### config.mk
export PLATFORM = sky130hd
export DESIGN_NAME = contador_cascata
export DESIGN_NICKNAME = d
export VERILOG_FILES = /design/src/rtl/contador_cascata_pkg.sv /design/src/rtl/contador_cascata_digito.sv /design/src/rtl/contador_cascata.sv
export SDC_FILE = /design/constraint.sdc
export NUM_CORES = 1
export LEC_CHECK = 0
export CAP_MARGIN = 20
export CORE_AREA = 4 4 45 47
export DETAILED_ROUTE_END_ITERATION = 7
export DIE_AREA = 0 0 49 51
export PLACE_DENSITY = 0.75
export SKIP_LAST_GASP = 1
export SYNTH_ARGS = -nofsm -noshare
export SYNTH_HDL_FRONTEND = slang
export SYNTH_SLANG_ARGS = --single-unit
### constraint.sdc
create_clock -name clk -period 2.65 [get_ports clk]
set_clock_uncertainty 0.15 [all_clocks]
set_input_delay 0.53 -clock clk [delete_from_list [all_inputs] [get_ports clk]]
set_output_delay 0.53 -clock clk [all_outputs]
set_load 0.1 [all_outputs]
### src/rtl/contador_cascata_pkg.sv
// Shared definitions for the cascaded modulo-MOD counter: default geometry
// plus the helpers for load clamping and per-direction terminal values.
package contador_cascata_pkg;

  localparam int unsigned DEF_MOD   = 10;
  localparam int unsigned DEF_WIDTH = 4;

  // A loaded slice can never exceed the top legal digit value.
  function automatic int unsigned clamp_slice(input int unsigned value,
                                              input int unsigned modulus);
    return (value >= modulus) ? modulus - 1 : value;
  endfunction

  // Down-counting ends at 0, up-counting ends at MOD-1.
  function automatic int unsigned terminal_value(input logic up,
                                                 input int unsigned modulus);
    return up ? modulus - 1 : 0;
  endfunction

endpackage

### src/rtl/contador_cascata_digito.sv
// One modulo-MOD digit: clear > load > step > hold, with an at-terminal flag
// that tells the next digit in the chain when it may step.
module contador_digito
  import contador_cascata_pkg::*;
#(
  parameter int unsigned MOD   = DEF_MOD,
  parameter int unsigned WIDTH = DEF_WIDTH
) (
  input  logic             clk,
  input  logic             clear,
  input  logic             load,
  input  logic [WIDTH-1:0] load_val,
  input  logic             step,
  input  logic             up,
  output logic [WIDTH-1:0] value,
  output logic             at_term
);

  localparam logic [WIDTH-1:0] MAX_V = WIDTH'(MOD - 1);

  always_ff @(posedge clk) begin
    if (clear) begin
      value <= '0;
    end else if (load) begin
      value <= WIDTH'(clamp_slice(int'(load_val), MOD));
    end else if (step) begin
      if (up) value <= (value == MAX_V) ? '0 : value + 1'b1;
      else    value <= (value == '0) ? MAX_V : value - 1'b1;
    end
  end

  assign at_term = (value == WIDTH'(terminal_value(up, MOD)));

endmodule

### src/rtl/contador_cascata.sv
// Cascade of DIGITS loadable modulo-MOD digits with a same-edge carry chain.
// Optional CONTADOR_HOLD_AT_END_EN stops down-counting at all-zeros.
module contador_cascata
  import contador_cascata_pkg::*;
#(
  parameter int unsigned MOD    = DEF_MOD,
  parameter int unsigned WIDTH  = DEF_WIDTH,
  parameter int unsigned DIGITS = 2
) (
  input  logic                    clk,
  input  logic                    clear,
  input  logic [DIGITS*WIDTH-1:0] data,
  input  logic                    loadn,
  input  logic                    en,
  input  logic                    up,
  output logic [DIGITS*WIDTH-1:0] count,
  output logic                    count_end,
  output logic                    tc
);

  // carry[i] is high when digit i is allowed to step this cycle.
  logic [DIGITS:0]   carry;
  logic [DIGITS-1:0] at_term;
  logic              hold_end;

  assign carry[0] = en;

`ifdef CONTADOR_HOLD_AT_END_EN
  assign hold_end = ~up & (count == '0);
`else
  assign hold_end = 1'b0;
`endif

  for (genvar i = 0; i < DIGITS; i++) begin : g_digit
    assign carry[i+1] = carry[i] & at_term[i];

    contador_digito #(
      .MOD   (MOD),
      .WIDTH (WIDTH)
    ) u_digito (
      .clk      (clk),
      .clear    (clear),
      .load     (~loadn),
      .load_val (data[i*WIDTH +: WIDTH]),
      .step     (carry[i] & ~hold_end),
      .up       (up),
      .value    (count[i*WIDTH +: WIDTH]),
      .at_term  (at_term[i])
    );
  end

  assign count_end = (count == '0);
  assign tc        = carry[DIGITS];

endmodule
==> reports/summary.txt <==
Status = finished, final reports clean
Worst path arrival time = 1.83 ns
Critical path type = in2out
Worst Setup SP = up
Worst hold path startpoint = g_digit[0].u_digito.value[3]
Die W = 49 µm
Count of state elements after synthesis = 8
Biggest register = g_digit.u_digito.value
R2R Setup Slk = 0.62 ns
Top cell type's share of synthesized area = 23.0%
Worst-path clk slew = 0.06 ns
DRT antenna net count = 0
Post-CTS Hold Buffers = 0
Slowest CP cell = nor4_4
Clock buffer depth = 2
GR peak layer = met2
HP Class = reg2reg
# setup viols final = 0
Power Total = 0.466 mW
First-pass GRT wire length = 2930 µm
Max Freq = 0.398 GHz
Drt wl/cell = 13.5 µm
Fin crit share = 94.9%
Grt ovf = 0
CP peak stage delay = 0.31 ns
Via Count = 783
Relative slew slack = 64.3%
Synth unique cells = 36
Initial antenna violation count = 0
LEAKAGE = 0.393 nW
Skew-Pair Late Insertion Delay = 0.26 ns
R2R Path End = g_digit[1].u_digito.value[1]
Adder-Cell Fraction of Synth Area = 3.59%
H-tree lvl count = 1
Area delta synth->final = 44.2%
Startpoint Class = input port
Synth area leaders = dfxtp_1, a21oi_1, o21ai_0
Number of vias per cell = 5.80
RSZ-0062 raised after global routing = false
Yosys top cell by area = dfxtp_1
Die H = 51 µm
CP cell instances = dlygate4sd2_1 -> buf_4 -> buf_6 -> and2_1 -> a21oi_1 -> nor4_4 -> buf_12
R2r startpoint = g_digit[0].u_digito.value[0]
Syn Inst Count = 94
Worst Reg-to-Reg Cells = 6
DP Wirelength = 1380 µm
GRT met2 Usage = 25.2%
Overall routing resource usage = 14.7%
Slew Limit Fails = 0
Maximum VDD drop = 0.380 mV
Routed WL = 1820 µm
Max FFs per register = 8
Drt pass-1 iters = 4
Vias in the first global route = 685
Crit path capture = tc
Routability cong. = 0.815
Max-Cap Viols = 0
Worst-Margin Slew = 0.534 ns
PwrDens = 463 nW/µm²
TritonCTS Buffers = 3
Crit Path Max Fanout = 13
M3 GR Usage = 6.41%
Port bufs = 22
Worst setup EP type = output port
Initial DRC count = 14
CTS root buf = clkbuf_4
Core Rows = 15
CTS tree = yes
Largest regs = g_digit.u_digito.value (8)
Share of layout cells above drive strength 1 = 25.4%
Largest net degree at the start of global routing = 17
Syn avg cell area = 7.41 µm²
Core ar. = 1650 µm²
Sequential area share after synthesis = 23.0%
Simple-gate share of the synthesized area = 31.2%
Synthesized cell area = 697 µm²
WP data required = 1.97 ns
XOR/XNOR Fraction of Synth Area = 6.28%
# IOs = 23
Initial Util = 42.2%
Final-report hold violation count = 0
Full die area = 2500 µm²
Combinational family with the most area after synthesis = simple AND/OR/NAND/NOR gates
Antenna cells = 0
Residual DRC = 0
Fin crit period = 2.51 ns
Layout Cells excl Fill = 135
CTS sink count = 8
Post-placement cell count = 131
GR Util met1 = 17.1%
Synth Warn # = 0
Mux share of post-synthesis cell area = 0%
Post-synthesis compound-gate area fraction = 27.5%
Synth Net Count = 109
Final #Nets = 134
==> cell type report <==
class                   instances  area (µm²)
clock buffers                   4        26.3
fillers                       143         647
flip-flops and latches          8         168
multi-input cells              74         505
inverters                       5        23.8
well taps                      17        21.3
repair buffers                 27         260
==> worst min-delay path by stage <==
stage | endpoint | slack [ns] | cells after the start
2_1_floorplan | g_digit[0].u_digito.value[3] | 0.44 | 1
3_3_place_gp | g_digit[0].u_digito.value[1] | 0.41 | 2
3_5_place_dp | g_digit[0].u_digito.value[1] | 0.41 | 2
4_1_cts | g_digit[0].u_digito.value[1] | 0.43 | 2
5_1_grt | g_digit[0].u_digito.value[3] | 0.46 | 2
6_report | g_digit[0].u_digito.value[3] | 0.42 | 2
==> cells by family (layout without fill, tap and decap cells) <==
family / Yosys count / count (layout)
AO/OA/AOI/OAI: 29 / 29
AND/OR/NAND/NOR: 38 / 38
buffers and inverters: 12 / 36
flip-flops: 8 / 8
adder cells (fa/ha/maj): 2 / 2
XOR/XNOR: 5 / 5
==> cell usage after synthesis <==
library cell / count
nand4b_1: 2
nor2b_1: 1
nor3b_1: 1
inv_1: 5
nor2_2: 1
o2111ai_1: 1
o21ai_0: 7
buf_6: 1
nand2_1: 4
xor2_1: 2
buf_2: 5
nor2_1: 9
and4_1: 1
a211o_2: 1
a221oi_1: 2
or4_1: 2
or2_2: 1
nor3_1: 3
a2bb2oi_1: 1
a32oi_1: 1
a31oi_1: 2
a311oi_1: 3
and4b_2: 1
ha_1: 2
a21oi_1: 8
a21boi_0: 1
nor4_1: 3
a22o_1: 1
xnor2_1: 3
nand2b_1: 3
o211ai_1: 1
or3_1: 3
and2_1: 1
and3_1: 2
dfxtp_1: 8
clkbuf_1: 1
==> what timing repair did <==
item,in CTS,in global routing
gates resized for setup,2,0
buffers inserted,0,0
setup endpoints to repair,1,0
==> worst max-delay path: cells and delay by family <==
kind,cells,cell delay [ns]
simple gates,2,0.46
buf+inv,4,0.73
compound gates,1,0.10
==> report_power, final <==
group          leakage [nW]  switching [mW]  internal [mW]  total, mW
Clock                0.0150          0.0417         0.0576     0.0993
Sequential           0.0677          0.0252          0.131      0.156
Combinational         0.310           0.133         0.0778      0.210
==> layer usage <==
layer / vias to the layer above / share of wire (%)
met4: 0 / 0.33
met3: 2 / 4.6
met2: 15 / 51
met5: - / 0
li1: 400 / -
met1: 366 / 44
==> per-stage QoR <==
step	setup slack, ns	hold slack [ns]	cell area [µm²]	util (%)	setup TNS [ns]
final	0.136	0.422	1000	60.8	0
after global routing	0.0361	0.457	1000	60.8	0
after floorplan	-0.371	0.445	746	-	-0.371
after global placement	-0.158	0.413	976	59.1	-0.158
after CTS	0.123	0.429	1000	60.8	0
after detailed placement	-0.180	0.414	976	59.1	-0.201
==> placed cells by master, fill, tap and decap left out, types with 2 or more instances in the layout <==
cell type / count
buf_4: 12
clkdlybuf4s50_1: 11
nor2_1: 9
a21oi_1: 8
o21ai_0: 7
nand2_1: 4
dfxtp_1: 4
xnor2_1: 3
nor3_1: 3
inv_1: 3
or3_1: 3
nand2b_1: 3
a311oi_1: 3
clkbuf_4: 3
dfxtp_2: 3
inv_4: 2
nand4b_1: 2
nor4_1: 2
and3_1: 2
a221oi_1: 2
or4_1: 2
a31oi_1: 2
xor2_1: 2
buf_12: 2
Note: power is estimated with default switching activity, not from simulation.
